`src/rtl/visumon_slot_arbiter.sv`:
```
// visumon_slot_arbiter
//   Shares the 64-slot debug display of the VGA LED monitor between NREQ
//   requesters. A round-robin arbiter accepts one (slot, value) write per
//   clock into the slot register file; the render path reads one slot per
//   clock with one cycle of latency.
//
//   Build option VISUMON_TEARFREE_EN: when defined, writes land in a staging
//   array that is copied to the display array on a frame strobe, so a frame
//   never shows a half-updated set of slots. When undefined, writes go
//   straight to the display array and o_commit / o_dirty are held at 0.
//
// Ports
//   i_clk25Mhz     pixel clock, the only clock
//   i_reset        synchronous active-high reset
//   i_reqValid     per-requester write request
//   i_reqSlot      6-bit slot index per requester, requester k at [6k+5:6k]
//   i_reqData      DW-bit value per requester, requester k at [DW*k+DW-1:DW*k]
//   o_reqReady     one-hot grant, combinational from valid and last grant
//   i_frameStrobe  one-cycle pulse at start of vertical blanking
//   i_rdSlot       display read index
//   o_rdData       registered display read data
//   o_commit       one-cycle pulse when staging is copied to display
//   o_dirty        staging holds uncommitted writes
module visumon_slot_arbiter #(
   parameter int NREQ = 4,
   parameter int DW   = 8
) (
   input  logic                 i_clk25Mhz,
   input  logic                 i_reset,
   input  logic [NREQ-1:0]      i_reqValid,
   input  logic [NREQ*6-1:0]    i_reqSlot,
   input  logic [NREQ*DW-1:0]   i_reqData,
   output logic [NREQ-1:0]      o_reqReady,
   input  logic                 i_frameStrobe,
   input  logic [5:0]           i_rdSlot,
   output logic [DW-1:0]        o_rdData,
   output logic                 o_commit,
   output logic                 o_dirty
);

   localparam int LW = (NREQ > 1) ? $clog2(NREQ) : 1;

   logic [LW-1:0]   last;
   logic [LW-1:0]   cand;
   logic [LW-1:0]   gidx;
   logic            found;
   logic [NREQ-1:0] grant;
   logic            xfer;
   logic [5:0]      wslot;
   logic [DW-1:0]   wdata;
   logic [DW-1:0]   disp [64];
   logic [DW-1:0]   rd_data;

   // Walk the requesters starting just after the last grant; the first
   // valid one found wins. The explicit wrap keeps non-power-of-two NREQ
   // inside 0..NREQ-1.
   always_comb begin
      grant = '0;
      gidx  = last;
      found = 1'b0;
      cand  = last;
      for (int i = 0; i < NREQ; i++) begin
         cand = (cand == LW'(NREQ - 1)) ? '0 : cand + LW'(1);
         if (!found && i_reqValid[cand]) begin
            found       = 1'b1;
            gidx        = cand;
            grant[cand] = 1'b1;
         end
      end
      if (i_reset) begin
         grant = '0;
      end
   end

   always_comb begin
      wslot = '0;
      wdata = '0;
      for (int k = 0; k < NREQ; k++) begin
         if (grant[k]) begin
            wslot = i_reqSlot[6*k +: 6];
            wdata = i_reqData[DW*k +: DW];
         end
      end
   end

   assign o_reqReady = grant;
   assign xfer       = |grant;

   always_ff @(posedge i_clk25Mhz) begin
      if (i_reset) begin
         last <= LW'(NREQ - 1);
      end else if (xfer) begin
         last <= gidx;
      end
   end

   always_ff @(posedge i_clk25Mhz) begin
      if (i_reset) begin
         rd_data <= '0;
      end else begin
         rd_data <= disp[i_rdSlot];
      end
   end

   assign o_rdData = rd_data;

`ifdef VISUMON_TEARFREE_EN
   logic [DW-1:0] stag [64];
   logic          dirty;
   logic          commit_q;
   logic          do_commit;

   assign do_commit = i_frameStrobe & dirty;

   // The copy reads stag before this edge, so a write granted on the same
   // edge stays in staging and keeps dirty set for the next frame.
   always_ff @(posedge i_clk25Mhz) begin
      if (i_reset) begin
         for (int s = 0; s < 64; s++) begin
            disp[s] <= '0;
            stag[s] <= '0;
         end
         dirty    <= 1'b0;
         commit_q <= 1'b0;
      end else begin
         commit_q <= do_commit;
         if (do_commit) begin
            for (int s = 0; s < 64; s++) begin
               disp[s] <= stag[s];
            end
         end
         if (xfer) begin
            stag[wslot] <= wdata;
            dirty       <= 1'b1;
         end else if (i_frameStrobe) begin
            dirty <= 1'b0;
         end
      end
   end

   assign o_commit = commit_q;
   assign o_dirty  = dirty;
`else
   logic unused_strobe;

   assign unused_strobe = i_frameStrobe;

   always_ff @(posedge i_clk25Mhz) begin
      if (i_reset) begin
         for (int s = 0; s < 64; s++) begin
            disp[s] <= '0;
         end
      end else if (xfer) begin
         disp[wslot] <= wdata;
      end
   end

   assign o_commit = 1'b0;
   assign o_dirty  = 1'b0;
`endif

endmodule
```
`config.mk`:
```
export PLATFORM = sky130hd
export DESIGN_NAME = visumon_slot_arbiter
export DESIGN_NICKNAME = d
export VERILOG_FILES = /design/src/rtl/visumon_slot_arbiter.sv
export SDC_FILE = /design/constraint.sdc
export NUM_CORES = 1
export LEC_CHECK = 0
export BUFFER_PORTS_ARGS = -buffer_cell sky130_fd_sc_hd__buf_4
export CAP_MARGIN = 0
export CORE_ASPECT_RATIO = 1.2
export CORE_MARGIN = 2
export CORE_UTILIZATION = 60
export CTS_CLUSTER_DIAMETER = 100
export DETAILED_ROUTE_END_ITERATION = 8
export GPL_ROUTABILITY_DRIVEN = 0
export PLACE_DENSITY = 0.77
export SLEW_MARGIN = 20
export SYNTH_ARGS = -nofsm -noshare
export SYNTH_HDL_FRONTEND = slang
export SYNTH_SLANG_ARGS = --single-unit
```
`constraint.sdc`:
```
create_clock -name i_clk25Mhz -period 6.7 [get_ports i_clk25Mhz]
set_input_delay 1.005 -clock i_clk25Mhz [delete_from_list [all_inputs] [get_ports i_clk25Mhz]]
set_output_delay 1.005 -clock i_clk25Mhz [all_outputs]
set_load 0.01 [all_outputs]
```
# --- Word-level counts from Yosys, hierarchy flattened ---
# Memories as Yosys holds them, arrays and structs flattened. A register that Yosys moved wholly into a read port is not among the register bits.
# Cells that the tools add are included.
totals:
  reg_bits: 2
  latchBits: 0
  ram_bits: 512
  mem_bits_ro: 0
  mem_count: 1
op_classes:
  add_sub_neg: 4
  mul: 0
  div_mod_pow: 0
  order_cmp: 8
  n_eq_ne: 4
  shift: 0
  n_mux: 48
  bitwise: 3
  n_reduce_logical: 14
memory_table:
  columns: ["memory", "words", "width", "read_ports", "rd_ports_with_merged_regs", "write_ports", "line", "text"]
  rows:
  - ["disp", 64, 8, 1, 1, 64, "51", "logic [DW-1:0] disp [64];"]
op_table:
  columns: ["cell", "n"]
  rows:
  - ["2-to-1 mux 8 bit", 5]
  - ["2-to-1 mux 6 bit", 5]
  - ["2-to-1 mux 4 bit", 5]
  - ["2-to-1 mux 1 bit", 17]
  - ["2-to-1 mux 2 bit", 8]
  - ["< comparator 2 x 3 -> 1 bit, second input constant", 4]
  - ["OR 4 bit", 3]
  - ["adder 2 x 1 -> 2 bit, second input constant", 4]
  - ["binary-select mux 1 bit (select 2 bit)", 4]
  - ["demux 1 bit (select 2 bit)", 4]
  - ["equality test 2 bit, second input constant", 4]
  - [">= comparator 2 x 1 -> 1 bit, second input constant", 4]
  - ["OR reduction 8 bit", 1]
  - ["logical AND 1 bit", 7]
  - ["nonzero test 4 bit", 1]
  - ["OR reduction 4 bit", 1]
  - ["zero test 1 bit", 3]
  - ["AND reduction 2 bit", 1]

# --- Longest topological paths before layout ---
logic_depth:
  word_depth: 21
  ltp_mapped: 19
  depth_no_buf: 11

# --- Worst setup path after synthesis ---
# No wires, ideal clock.
synth_timing:
  path_kind: "register -> register"
  startpoint: "register last[0]"
  endpoint: "memory disp[34][0] (enable)"
  setup_time_ns: 0.384
  arrival_ns: 4.717
  required_ns: 6.316
  slack_ns: 1.599
  stages_incl_launch_ff: 17
  synth_period_minus_slack_ns: 5.101
  cell_sequence: "dfxtp_1 > buf_6 > clkbuf_1 > inv_1 > ha_1 > buf_2 > or3_4 > and3_1 > buf_2 > or4_4 > a41oi_4 > a31oi_1 > a221oi_2 > or3b_1 > buf_2 > clkbuf_1 > o21ai_0"
synth_lines:
  columns: ["item", "line", "text"]
  rows:
  - ["start, declared", "43", "logic [LW-1:0] last;"]
  - ["start signal, assigned", "91", "last <= LW'(NREQ - 1);"]
  - ["start signal, assigned", "93", "last <= gidx;"]
  - ["end, declared", "51", null]

==> out/metrics.cfg <==
[detailed_routing]
drt_iter0_markers=2157
routed_via_density=7.05
wire_per_inst_um=28.1
wl_um=64400
vias=16100
final_antenna_net_count=0
drc=0
dr.pass1.iters=6

[cts]
path_clk_slew_ps=70
cts_setup_buffers=0
cts_made_buffers=49
cts_root_buffer=clkbuf_16
cts_hold_buffers=0
cts_tree=yes
post_cts_resized=0
clock_path_buffers=3
htreeDepth=2
clock_latency_ps=580
cts.sinks=522

[job]
cap_violations=0

[finish]
final_common_cell=edfxtp_1
fin_area_sq_um=28100
area_delta_synth_final_pct=12.4
layout.nets=1786
drive_above_1_share_pct=30.8
antenna_cells=0
final_cell_mix=edfxtp_1 (512), nor3_1 (455), buf_4 (190), mux4_2 (170), o21ai_0 (65)
finalNonFillerCells=2289

[global_route]
antenna_found_initial=3
gr-usage-all-layers_pct=30.3
grt_max_degree=83
grt_pass1_wl_um=97300
grt_overflow=0
grt_pass1_vias=16300

[power]
internal_power_mw=6.91
total_power_mw=12.3
ir_drop_v=0.000684
seq_power_share_pct=33.4
combPwrFrac_pct=43.5
power.leakage_nw=8.96
p_sw_share_pct=43.8
clkPwrFrac_pct=23.0
p_switching_mw=5.38
cellPowerDensity_nw_per_um2=438

[floorplan]
initial_core_util_pct=61.0
die_h_um=227
die_x_um=190
core_area_sq_um=40900
rows=81
die_area_sq_um=43300
io_pins=83

[sta]
slew_headroom_pct=26.8
worst_pin_slew_ps=1090
period_needed_ps=6010
setup-violations-final=0
skew_ps=18.6
final_hold_viol_count=0
clock.fmax_mhz=166
drv_slew=0
fin_ws_ps=691
finalCritPeriodShare_pct=89.7
tns_ps=0
rsz0062_at_grt=no

[place]
port_buffers=79
dpl.hpwl_um=39600
place_ws_ps=739
dp.cells=2197
dpl_cell_area_sq_um=26400

[yosys]
synthArstFlopShare_pct=0
yosysUniqueCellTypes=63
synth_seq_cells=522
avgSynthCellArea_sq_um=14.9
ys_seq_area_share_pct=62.4
synthFlopType=edfxtp_1
yosysTopAreaCellShare_pct=61.6
synth_area_sq_um=25000
synthTopCellsByArea=edfxtp_1 (62%), mux4_2 (15%), nor3_1 (9.1%)
synth_warnings=0
synth_area_leader_cell=edfxtp_1
synth_edf_count=512
postSynthCellCount=1673

[worst_setup_path]
path_class=flip-flop to flip-flop
startpoint_type=flip-flop
arrival_ps=6300
reg2regPathDepth=14
cp.required_ps=7000
endpoint_kind=flip-flop
cp_max_fo=21

[outcome]
status=finished clean

[hold_path]
hold_class=flip-flop to flip-flop
hold_depth=2

## worst paths after layout
kind	startpoint	end	slack, ps
worst min register to register	last[1]	last[1]	670
worst max-delay path	last[0]	disp[32][2]	690
worst min-delay path	last[1]	last[1]	670
worst max register to register	last[0]	disp[32][2]	690
## power by group through the flow
stage               sequential (mW)  combinational, mW  clock (mW)
CTS                            4.11               5.18        2.84
floorplan                      4.13               3.30           0
global placement               4.15               5.02           0
finish                         4.11               5.35        2.83
global route                   4.14               5.54        2.95
detailed placement             4.18               5.15           0
## worst max-delay path: stages, from the launching register on
cell	delay (ps)
dfxtp_1	310
buf_4	230
inv_1	120
ha_1	450
or3_4	400
a221oi_2	490
o211ai_1	230
o2bb2ai_2	400
nor2_2	150
inv_1	370
buf_4	350
or4_1	440
or4b_2	960
o21ai_0	530
buf_4	260
## final cells by class
cell class / count / area (sq um)
Clock buffer: 66 / 1370
Tap cell: 539 / 674
Clock inverter: 24 / 250
Timing Repair Buffer: 197 / 1580
Fill cell: 2682 / 12900
Inverter: 21 / 78.8
Sequential cell: 522 / 15600
Multi-Input combinational cell: 920 / 8530
## sequential cells by signal, summed over array words and instances, names as in the netlist
name      count
disp        512
last          2
o_rdData      8
## through the flow
stage / hold slack (ps) / utilization, %
after floorplan: 575 / -
after global placement: 610 / 64.4
after detailed placement: 645 / 64.4
after CTS: 659 / 68.4
after global routing: 724 / 68.5
final: 668 / 68.5
## cell usage after synthesis, drive strengths merged (3+ instances only)
library cell / count
ha: 6
nor4: 6
inv: 21
nor3: 514
mux4: 170
nor2: 4
a311oi: 6
a221o: 5
a221oi: 15
clkbuf: 154
nand2: 12
edfxtp: 512
a2bb2oi: 8
nor2b: 4
buf: 57
or4: 3
a31oi: 7
nand3b: 4
and2: 9
nand3: 14
nand4: 13
dfxtp: 10
or3: 3
nand2b: 5
o21ai: 76
mux2i: 3
o211ai: 3
## logic make-up after synthesis
logic type / count (synthesis) / synth area share, %
AO/OA/AOI/OAI: 134 / 4.04
XOR/XNOR: 2 / 0.0702
adder cells (fa/ha/maj): 6 / 0.301
buffers and inverters: 232 / 3.85
flip-flops: 522 / 62.4
multiplexers: 173 / 15.5
other: 1 / 0.0150
AND/OR/NAND/NOR: 603 / 13.9
## layer usage
layer  up-vias  global-route usage, %  share of wire, %
met5         -                      0             0.014
met4         2                   12.2               3.6
met3       137                   5.32                11
met2      1078                   51.6                52
met1      8113                   39.1                34
li1       6797                      -                 -
Power figures use the tool's default switching activity.
